### config.mk
export PLATFORM = sky130hd
export DESIGN_NAME = array_restoring_divider_flat
export DESIGN_NICKNAME = d
export VERILOG_FILES = /design/src/rtl/arith_pkg.sv /design/src/rtl/array_restoring_divider_if.sv /design/src/rtl/array_restoring_divider_step.sv /design/src/rtl/array_restoring_divider.sv /design/src/flat_wrapper.sv
export SDC_FILE = /design/constraint.sdc
export NUM_CORES = 1
export LEC_CHECK = 0
export CORE_UTILIZATION = 28
export DETAILED_ROUTE_END_ITERATION = 12
export PLACE_DENSITY = 0.57
export SLEW_MARGIN = 20
export SYNTH_ARGS = -nofsm -noshare
export SYNTH_HDL_FRONTEND = slang
export SYNTH_HIERARCHICAL = 1
export SYNTH_SLANG_ARGS = --single-unit
### constraint.sdc
create_clock -name clk -period 2.3 [get_ports clk]
set_input_delay 0.46 -clock clk [delete_from_list [all_inputs] [get_ports clk]]
set_output_delay 0.46 -clock clk [all_outputs]
set_load 0.005 [all_outputs]
### src/rtl/arith_pkg.sv
// rtl/arith_pkg.sv - shared arithmetic datapath types, constants and helpers
// Contents: state_t (divider FSM states), clog2() for counter sizing,
// DIV0_QUOT (quotient reported on divide-by-zero, slice to the operand width).
package arith_pkg;

  typedef enum logic [1:0] {
    IDLE = 2'd0,
    RUN  = 2'd1,
    DONE = 2'd2
  } state_t;

  localparam int MAX_WIDTH = 16;

  localparam logic [MAX_WIDTH-1:0] DIV0_QUOT = {MAX_WIDTH{1'b1}};

  // Ceiling log2; the step counter must hold the value WIDTH, so callers pass WIDTH+1.
  function automatic int clog2(input int value);
    int bits;
    int v;
    bits = 0;
    v = value - 1;
    while (v > 0) begin
      bits = bits + 1;
      v = v >> 1;
    end
    return bits;
  endfunction

endpackage

### src/rtl/array_restoring_divider_if.sv
// rtl/array_restoring_divider_if.sv - start/busy/done handshake bundle of the divider
// Signals: start, A, B (controller -> divider); busy, done, Q, R, div_by_zero (divider -> controller).
// Modports: master (controller side), slave (divider side).
interface array_restoring_divider_if #(
  parameter int WIDTH = 4
);
  logic             start;
  logic [WIDTH-1:0] A;
  logic [WIDTH-1:0] B;
  logic             busy;
  logic             done;
  logic [WIDTH-1:0] Q;
  logic [WIDTH-1:0] R;
  logic             div_by_zero;

  modport master (
    output start, A, B,
    input  busy, done, Q, R, div_by_zero
  );

  modport slave (
    input  start, A, B,
    output busy, done, Q, R, div_by_zero
  );
endinterface

### src/rtl/array_restoring_divider_step.sv
// rtl/array_restoring_divider_step.sv - one combinational restoring-division step
// Inputs: rem (WIDTH+1 partial remainder), dvd_msb (next dividend bit), divisor.
// Outputs: rem_out (updated partial remainder), q_bit (quotient bit produced by this step).
module restoring_div_step #(
  parameter int WIDTH = 4
) (
  input  logic [WIDTH:0]   rem,
  input  logic             dvd_msb,
  input  logic [WIDTH-1:0] divisor,
  output logic [WIDTH:0]   rem_out,
  output logic             q_bit
);
  logic [WIDTH:0] rem_next;
  logic [WIDTH:0] diff;

  assign rem_next = {rem[WIDTH-1:0], dvd_msb};
  assign diff     = rem_next - {1'b0, divisor};
  // Restore (keep rem_next) when the trial subtraction would go negative.
  assign q_bit    = (rem_next >= {1'b0, divisor});
  assign rem_out  = q_bit ? diff : rem_next;
endmodule

### src/rtl/array_restoring_divider.sv
// rtl/array_restoring_divider.sv - sequential unsigned restoring divider, one quotient bit per clock
// Ports: clk, rst_n (synchronous, active-low); bus (slave side of array_restoring_divider_if):
// start/A/B in, busy/done/Q/R/div_by_zero out. Q = A / B, R = A % B after WIDTH RUN cycles.
module array_restoring_divider
  import arith_pkg::*;
#(
  parameter int WIDTH = 4
) (
  input  logic                        clk,
  input  logic                        rst_n,
  array_restoring_divider_if.slave    bus
);
  localparam int CW = clog2(WIDTH + 1);

  state_t           state;
  logic [WIDTH-1:0] dvd;
  logic [WIDTH-1:0] divisor;
  logic [WIDTH:0]   rem;
  logic [CW-1:0]    cnt;

  logic [WIDTH:0]   rem_step;
  logic             q_bit;
  logic [WIDTH-1:0] dvd_step;

  restoring_div_step #(.WIDTH(WIDTH)) u_step (
    .rem     (rem),
    .dvd_msb (dvd[WIDTH-1]),
    .divisor (divisor),
    .rem_out (rem_step),
    .q_bit   (q_bit)
  );

  // Dividend bits leave at the MSB while quotient bits enter at the LSB,
  // so after WIDTH steps the dividend register holds the quotient.
  assign dvd_step = {dvd[WIDTH-2:0], q_bit};

  always_ff @(posedge clk) begin
    if (!rst_n) begin
      state           <= IDLE;
      dvd             <= '0;
      divisor         <= '0;
      rem             <= '0;
      cnt             <= '0;
      bus.busy        <= 1'b0;
      bus.done        <= 1'b0;
      bus.Q           <= '0;
      bus.R           <= '0;
      bus.div_by_zero <= 1'b0;
    end else begin
      case (state)
        RUN: begin
          // start is deliberately not looked at here: an operation in flight is never disturbed.
          dvd <= dvd_step;
          rem <= rem_step;
          cnt <= cnt - CW'(1);
          if (cnt == CW'(1)) begin
            state    <= DONE;
            bus.busy <= 1'b0;
            bus.done <= 1'b1;
            bus.Q    <= dvd_step;
            bus.R    <= rem_step[WIDTH-1:0];
          end
        end
        default: begin
          // IDLE and DONE both accept a new operation; accepting in DONE gives back-to-back issue.
          if (bus.start) begin
            dvd     <= bus.A;
            divisor <= bus.B;
            rem     <= '0;
            cnt     <= CW'(WIDTH);
            if (bus.B == '0) begin
              // Divide-by-zero skips RUN entirely and reports immediately.
              state           <= DONE;
              bus.busy        <= 1'b0;
              bus.done        <= 1'b1;
              bus.Q           <= DIV0_QUOT[WIDTH-1:0];
              bus.R           <= bus.A;
              bus.div_by_zero <= 1'b1;
            end else begin
              // Q and R keep the previous result until the new one lands.
              state           <= RUN;
              bus.busy        <= 1'b1;
              bus.done        <= 1'b0;
              bus.div_by_zero <= 1'b0;
            end
          end else begin
            state    <= IDLE;
            bus.done <= 1'b0;
          end
        end
      endcase
    end
  end
endmodule

### src/flat_wrapper.sv
// flat-port wrapper written by rule: the top's interface ports become plain ports
module array_restoring_divider_flat import arith_pkg::*;
#(
  parameter int WIDTH = 4
)
  (clk, rst_n, bus_start, bus_A, bus_B, bus_busy, bus_done, bus_Q, bus_R, bus_div_by_zero);
  array_restoring_divider_if #(.WIDTH(WIDTH)) bus_i ();
  input  logic clk;
  input  logic rst_n;
  input wire logic [$bits(bus_i.start)-1:0] bus_start;
  input wire logic [$bits(bus_i.A)-1:0] bus_A;
  input wire logic [$bits(bus_i.B)-1:0] bus_B;
  output wire logic [$bits(bus_i.busy)-1:0] bus_busy;
  output wire logic [$bits(bus_i.done)-1:0] bus_done;
  output wire logic [$bits(bus_i.Q)-1:0] bus_Q;
  output wire logic [$bits(bus_i.R)-1:0] bus_R;
  output wire logic [$bits(bus_i.div_by_zero)-1:0] bus_div_by_zero;
  assign bus_i.start = bus_start;
  assign bus_i.A = bus_A;
  assign bus_i.B = bus_B;
  assign bus_busy = bus_i.busy;
  assign bus_done = bus_i.done;
  assign bus_Q = bus_i.Q;
  assign bus_R = bus_i.R;
  assign bus_div_by_zero = bus_i.div_by_zero;
  array_restoring_divider #(.WIDTH(WIDTH)) u_core (.clk(clk), .rst_n(rst_n), .bus(bus_i));
endmodule
# --- Word-level counts from Yosys, hierarchy flattened ---
# Cells that the tools add are included.
word_totals:
  word_cells: 50
  ff_bits: 28
  inputBits: 11
  out_inout_bits: 11
classes:
  magnitude_cmp: 1
  addsub: 2
  reduce_logical: 6
  n_bitwise: 1
  n_mux: 27
  eq_ne: 3
ops:
  columns: ["cell", "count"]
  rows:
  - ["2-to-1 mux 4 bit", 13]
  - ["2-to-1 mux 1 bit", 8]
  - ["2-to-1 mux 2 bit", 4]
  - ["2-to-1 mux 3 bit", 2]
  - ["greater-or-equal comparator 5 x 4 -> 1 bit", 1]
  - ["zero test 4 bit", 1]
  - ["AND reduction 2 bit", 2]
  - ["nonzero test 2 bit", 2]
  - ["subtractor 4 bit", 1]
  - ["== test 3 x 1 -> 1 bit, second input constant", 1]
  - ["AND reduction 3 bit", 1]
  - ["subtractor 3 x 1 -> 3 bit, second input constant", 1]
  - ["== test 2 x 1 -> 1 bit, second input constant", 1]
  - ["inequality test 2 x 1 -> 1 bit, second input constant", 1]
  - ["inverter 1 bit", 1]

# --- Depth between registers and ports, before layout ---
depth:
  ltp_word: 4
  depth_mapped: 8

# --- Hierarchy ---
# Netlist, hierarchy kept.
by_module_without_submodules:
  columns: ["mod", "cells_each", "area_each_um2", "seq_area_each_um2", "instances"]
  rows:
  - ["array_restoring_divider", 128, 1219.9, 560.5, 1]
  - ["restoring_div_step", 35, 247.7, 0.0, 1]

# --- Worst setup path before layout ---
# Ideal clock, no wire load.
synth_timing:
  path_type: "register to register"
  start: "register u_core.divisor[2]"
  end: "register u_core.rem[2]"
  n_path_buf: 0
  arrival_time_ns: 1.486
  slack_ns: 0.691
  stages_incl_launch_ff: 9
  path_cell_list: "dfxtp_1 > inv_1 > ha_1 > nand4_1 > nand2_2 > nor2_4 > mux2_4 > nand2_1 > a21boi_0"
synth_via:
  elab_chain_len: 3
  elab_cells_between_ends: 4
synth_lines:
  columns: ["element", "line", "rtl"]
  rows:
  - ["start: declaration", "array_restoring_divider.sv:17", "logic [WIDTH-1:0] divisor;"]
  - ["start signal: assignment", "array_restoring_divider.sv:68", "divisor <= bus.B;"]
  - ["subtractor 4 bit or greater-or-equal comparator 5 x 4 -> 1 bit (tied branches)", "array_restoring_divider_step.sv:17, array_restoring_divider_step.sv:19", null]
  - ["2-to-1 mux 4 bit (*)", "array_restoring_divider_step.sv:20", "assign rem_out = q_bit ? diff : rem_next;"]
  - ["via u_core.rem_step[2]", "array_restoring_divider.sv:21", "logic [WIDTH:0] rem_step;"]
  - ["2-to-1 mux 4 bit (*)", "array_restoring_divider.sv:50", "case (state)"]
  - ["end signal: assignment", "array_restoring_divider.sv:54", "rem <= rem_step;"]
  - ["end: declaration", "array_restoring_divider.sv:18", "logic [WIDTH:0] rem;"]
# Mark *: on every way through the listed nets, which the timed path passes. The rest lies on a longest branch.
# A chain may end at the register's enable or synchronous reset.

# --- Worst setup path in the final report ---
# Same ends and word-level chain as after synthesis.

==> impl.org <==
** Timing
- Final setup fails :: 0
- Transition time of the tightest slew-check pin :: about 580 ps
- After routing, the total negative slack on setup checks comes to 0 ps.
- Hold violation count in the final report :: 0
- The number of max-slew violations in the final report came to 0.
- Setup repair after global routing left no endpoint under its margin.
- Slew margin rel. :: 61.2%
- Clock Skews :: 4.95 ps
- For this run, the top clock speed supported by timing is 0.566 GHz.
- The final critical path takes up 76.8% of the cycle.
- After layout, the minimum clock period comes to 1770 ps.

** Layout
- Area taken by multi-input logic gates :: 751 sq um
- Leaving out fill and tap cells, the most frequent cell in the layout is sky130_fd_sc_hd__dfxtp_1.
- Area growth syn-to-layout :: 20.5%
- Most frequent cells in the layout :: sky130_fd_sc_hd__dfxtp_1, sky130_fd_sc_hd__clkdlybuf4s50_1, sky130_fd_sc_hd__nand2_1, sky130_fd_sc_hd__inv_1, sky130_fd_sc_hd__a21boi_0
- The finished cells cover between 0.0015 and 0.002 sq mm.
- The filler cells instantiated in the layout total around 520.
- At the end of the flow the core is filled with cells to 35.4%.
- At the end of the flow, the number of nets in the layout was 189.
- Seq. cell area :: approximately 540 sq um
- Layout cell share with drive strength beyond 1 :: 9.41%
- 0 antenna diodes ended up in the layout.

** Critical path
- In this run the register-to-register setup slack is 530 ps.
- Register-to-Register Path Depth :: 8
- Capture instance of the worst register-to-register path :: u_core/rem[2]
- In this run the critical register-to-register path is launched from u_core/divisor[2].
- The critical path is of the reg2reg type.
- STA classifies the critical path startpoint as a register.
- Data arrives at the worst endpoint at between 1500 and 2000 ps.
- WP data required :: ~2500 ps
- Critical path launch point :: u_core/divisor[2]
- STA classifies the critical path endpoint as a register.
- In this run the worst path has a maximum fanout of 4.

** Floorplanning
- Initial standard-cell utilization of the core :: 29.4%
- Measured along the y axis, the die boundary spans 72.7 um.
- Row count :: 25
- Die width :: 72.7 um
- For this design the top-level I/O count stands at 22.
- Core Region :: 0.00475 sq mm
- The die covers 0.00528 sq mm.

** Routing
- Drt initial violations :: 66
- Final routed DRC violation total :: 0
- Count of antenna-violating nets left after detailed routing :: 0
- After detailed routing, the average wire length per cell comes to ~12 um.
- Total via count in the routed design :: about 1100
- Drt total wl :: 2900 um
- Vias per Instance :: 4.49
- The first detailed-routing pass took 4 iterations.

** Flow run
- Max-capacitance violation count :: 0

** GRT
- In the global route stage, overall resource usage came out at 11.9%.
- The first global-routing pass estimated about 4900 um of wire.
- Entering global routing, the biggest net connects 24 pins.
- Congestion Overflow GR :: 0
- Via count of the first global-routing pass :: 1012
- The number of antenna violations at the first check in global routing came to 0.

** Yosys
- Syn avg cell area :: 9.19 sq um
- Number of warnings reported in the yosys synthesis log :: 6
- The cell count after synthesis came out at 152.
- The cell area that synthesis handed to floorplanning was approximately 0.0014 sq mm.
- Synthesized Nets :: 170

** CTS
- CTS buffer count :: 3
- Total number of clock tree sinks :: 27
- Clock latency on the worst-skew pair :: 280 ps
- Once the clock tree was built, the setup fixing pass inserted 0 buffers.
- Post-CTS sizing :: 0
- Root buffer cell :: sky130_fd_sc_hd__clkbuf_8
- After clock tree synthesis, the clock-pin slew on the worst setup and hold paths is 90 ps.
- TritonCTS clock tree :: done
- Level count of the clock H-tree :: 1
- In this run the deepest clock path goes through 2 buffers.
- Cts hold-fix bufs :: 0

** Min path
- The worst hold path terminates at u_core/divisor[3].
- The worst hold path was traced through 2 stages.
- The tightest min-delay check is of the reg2reg type.
- Startpoint of the tightest hold check path :: u_core/divisor[3]

** Placed design
- Post-detail-place hpwl :: 2190 um
- Input/output buffers :: 21
- Cell area after placement :: 0.00164 sq mm
- Gp weighted congestion :: 0.718

** Power and ir drop
- Pleak :: 0.000685 uW
- For this design the ratio of total power to cell area is 619 mW/mm^2.
- Internal power comes to 741 uW.
- Summed over all nets, the switching power comes to between 300 and 400 uW.
- Of the total power, registers draw 49.9%.
- In this run switching power makes up between 20 and 30% of total power.
- Of the total power, combinational logic draws about a quarter.
- Worst voltage drop across the vdd grid :: 0.000253 V
- Clk pwr share :: 26.1%

** Status
- The flow ran to the end, and the final reports show no timing, DRC or antenna violations.
-- through the flow --
| step | worst slack (ps) | hold WS, ps | cells | power [uW] |
|---|---|---|---|---|
| 6_report | 534 | 465 | 237 | 1040 |
| 5_1_grt | 407 | 519 | 237 | 1110 |
| 4_1_cts | 505 | 470 | 237 | 1060 |
| 3_5_place_dp | 292 | 456 | 233 | 784 |
| 3_3_place_gp | 326 | 456 | 233 | 784 |
| 2_1_floorplan | 715 | 443 | 152 | 712 |
-- final cells by class --
type,count,share of cell area [%]
tap,67,4.98
sequential,27,32.1
clock inverter,1,0.297
inverter,10,2.23
timing repair buffer,23,13.4
clock buffer,3,2.45
multi-input combinational,106,44.6
-- worst max-delay path: stages (launching register included) --
cell and delay, ps:
sky130_fd_sc_hd__dfxtp_1 350, sky130_fd_sc_hd__inv_1 50, sky130_fd_sc_hd__ha_1 350, sky130_fd_sc_hd__nand4_1 130, sky130_fd_sc_hd__nand2_2 80, sky130_fd_sc_hd__nor2_4 200, sky130_fd_sc_hd__mux2_4 320, sky130_fd_sc_hd__nand2_1 90
sky130_fd_sc_hd__a21boi_0 80
-- state kept, by name, summed over array words and instances (netlist names) --
register	flops
u_core/bus.R	4
u_core/cnt	3
u_core/dvd	4
u_core/rem	4
u_core/state	1
u_core/divisor	4
u_core/bus.Q	4
u_core/bus.busy	1
u_core/bus.div_by_zero	1
u_core/bus.done	1
-- how the worst max path moves through the flow --
stage | endpoint | depth (start not counted)
after floorplan | u_core/rem[2] | 8
after detailed placement | u_core/bus.busy | 4
after global placement | u_core/state[0] | 4
after CTS | u_core/rem[2] | 8
final | u_core/rem[2] | 8
after global routing | u_core/rem[2] | 8
-- per-layer routing --
metal,global-route usage [%],vias up,share of wire (%)
li1,-,561,-
met3,1.93,5,3.6
met5,0,-,0
met2,18.1,19,43
met1,16.8,479,52
met4,4.58,0,1.4
-- power groups by stage --
stage | clock network, uW | logic (uW) | registers, uW
6_report | 273 | 250 | 520
5_1_grt | 302 | 282 | 526
4_1_cts | 284 | 253 | 522
3_5_place_dp | 0 | 251 | 532
3_3_place_gp | 0 | 252 | 533
2_1_floorplan | 0 | 186 | 526
Note: power is estimated with default switching activity, not from simulation.
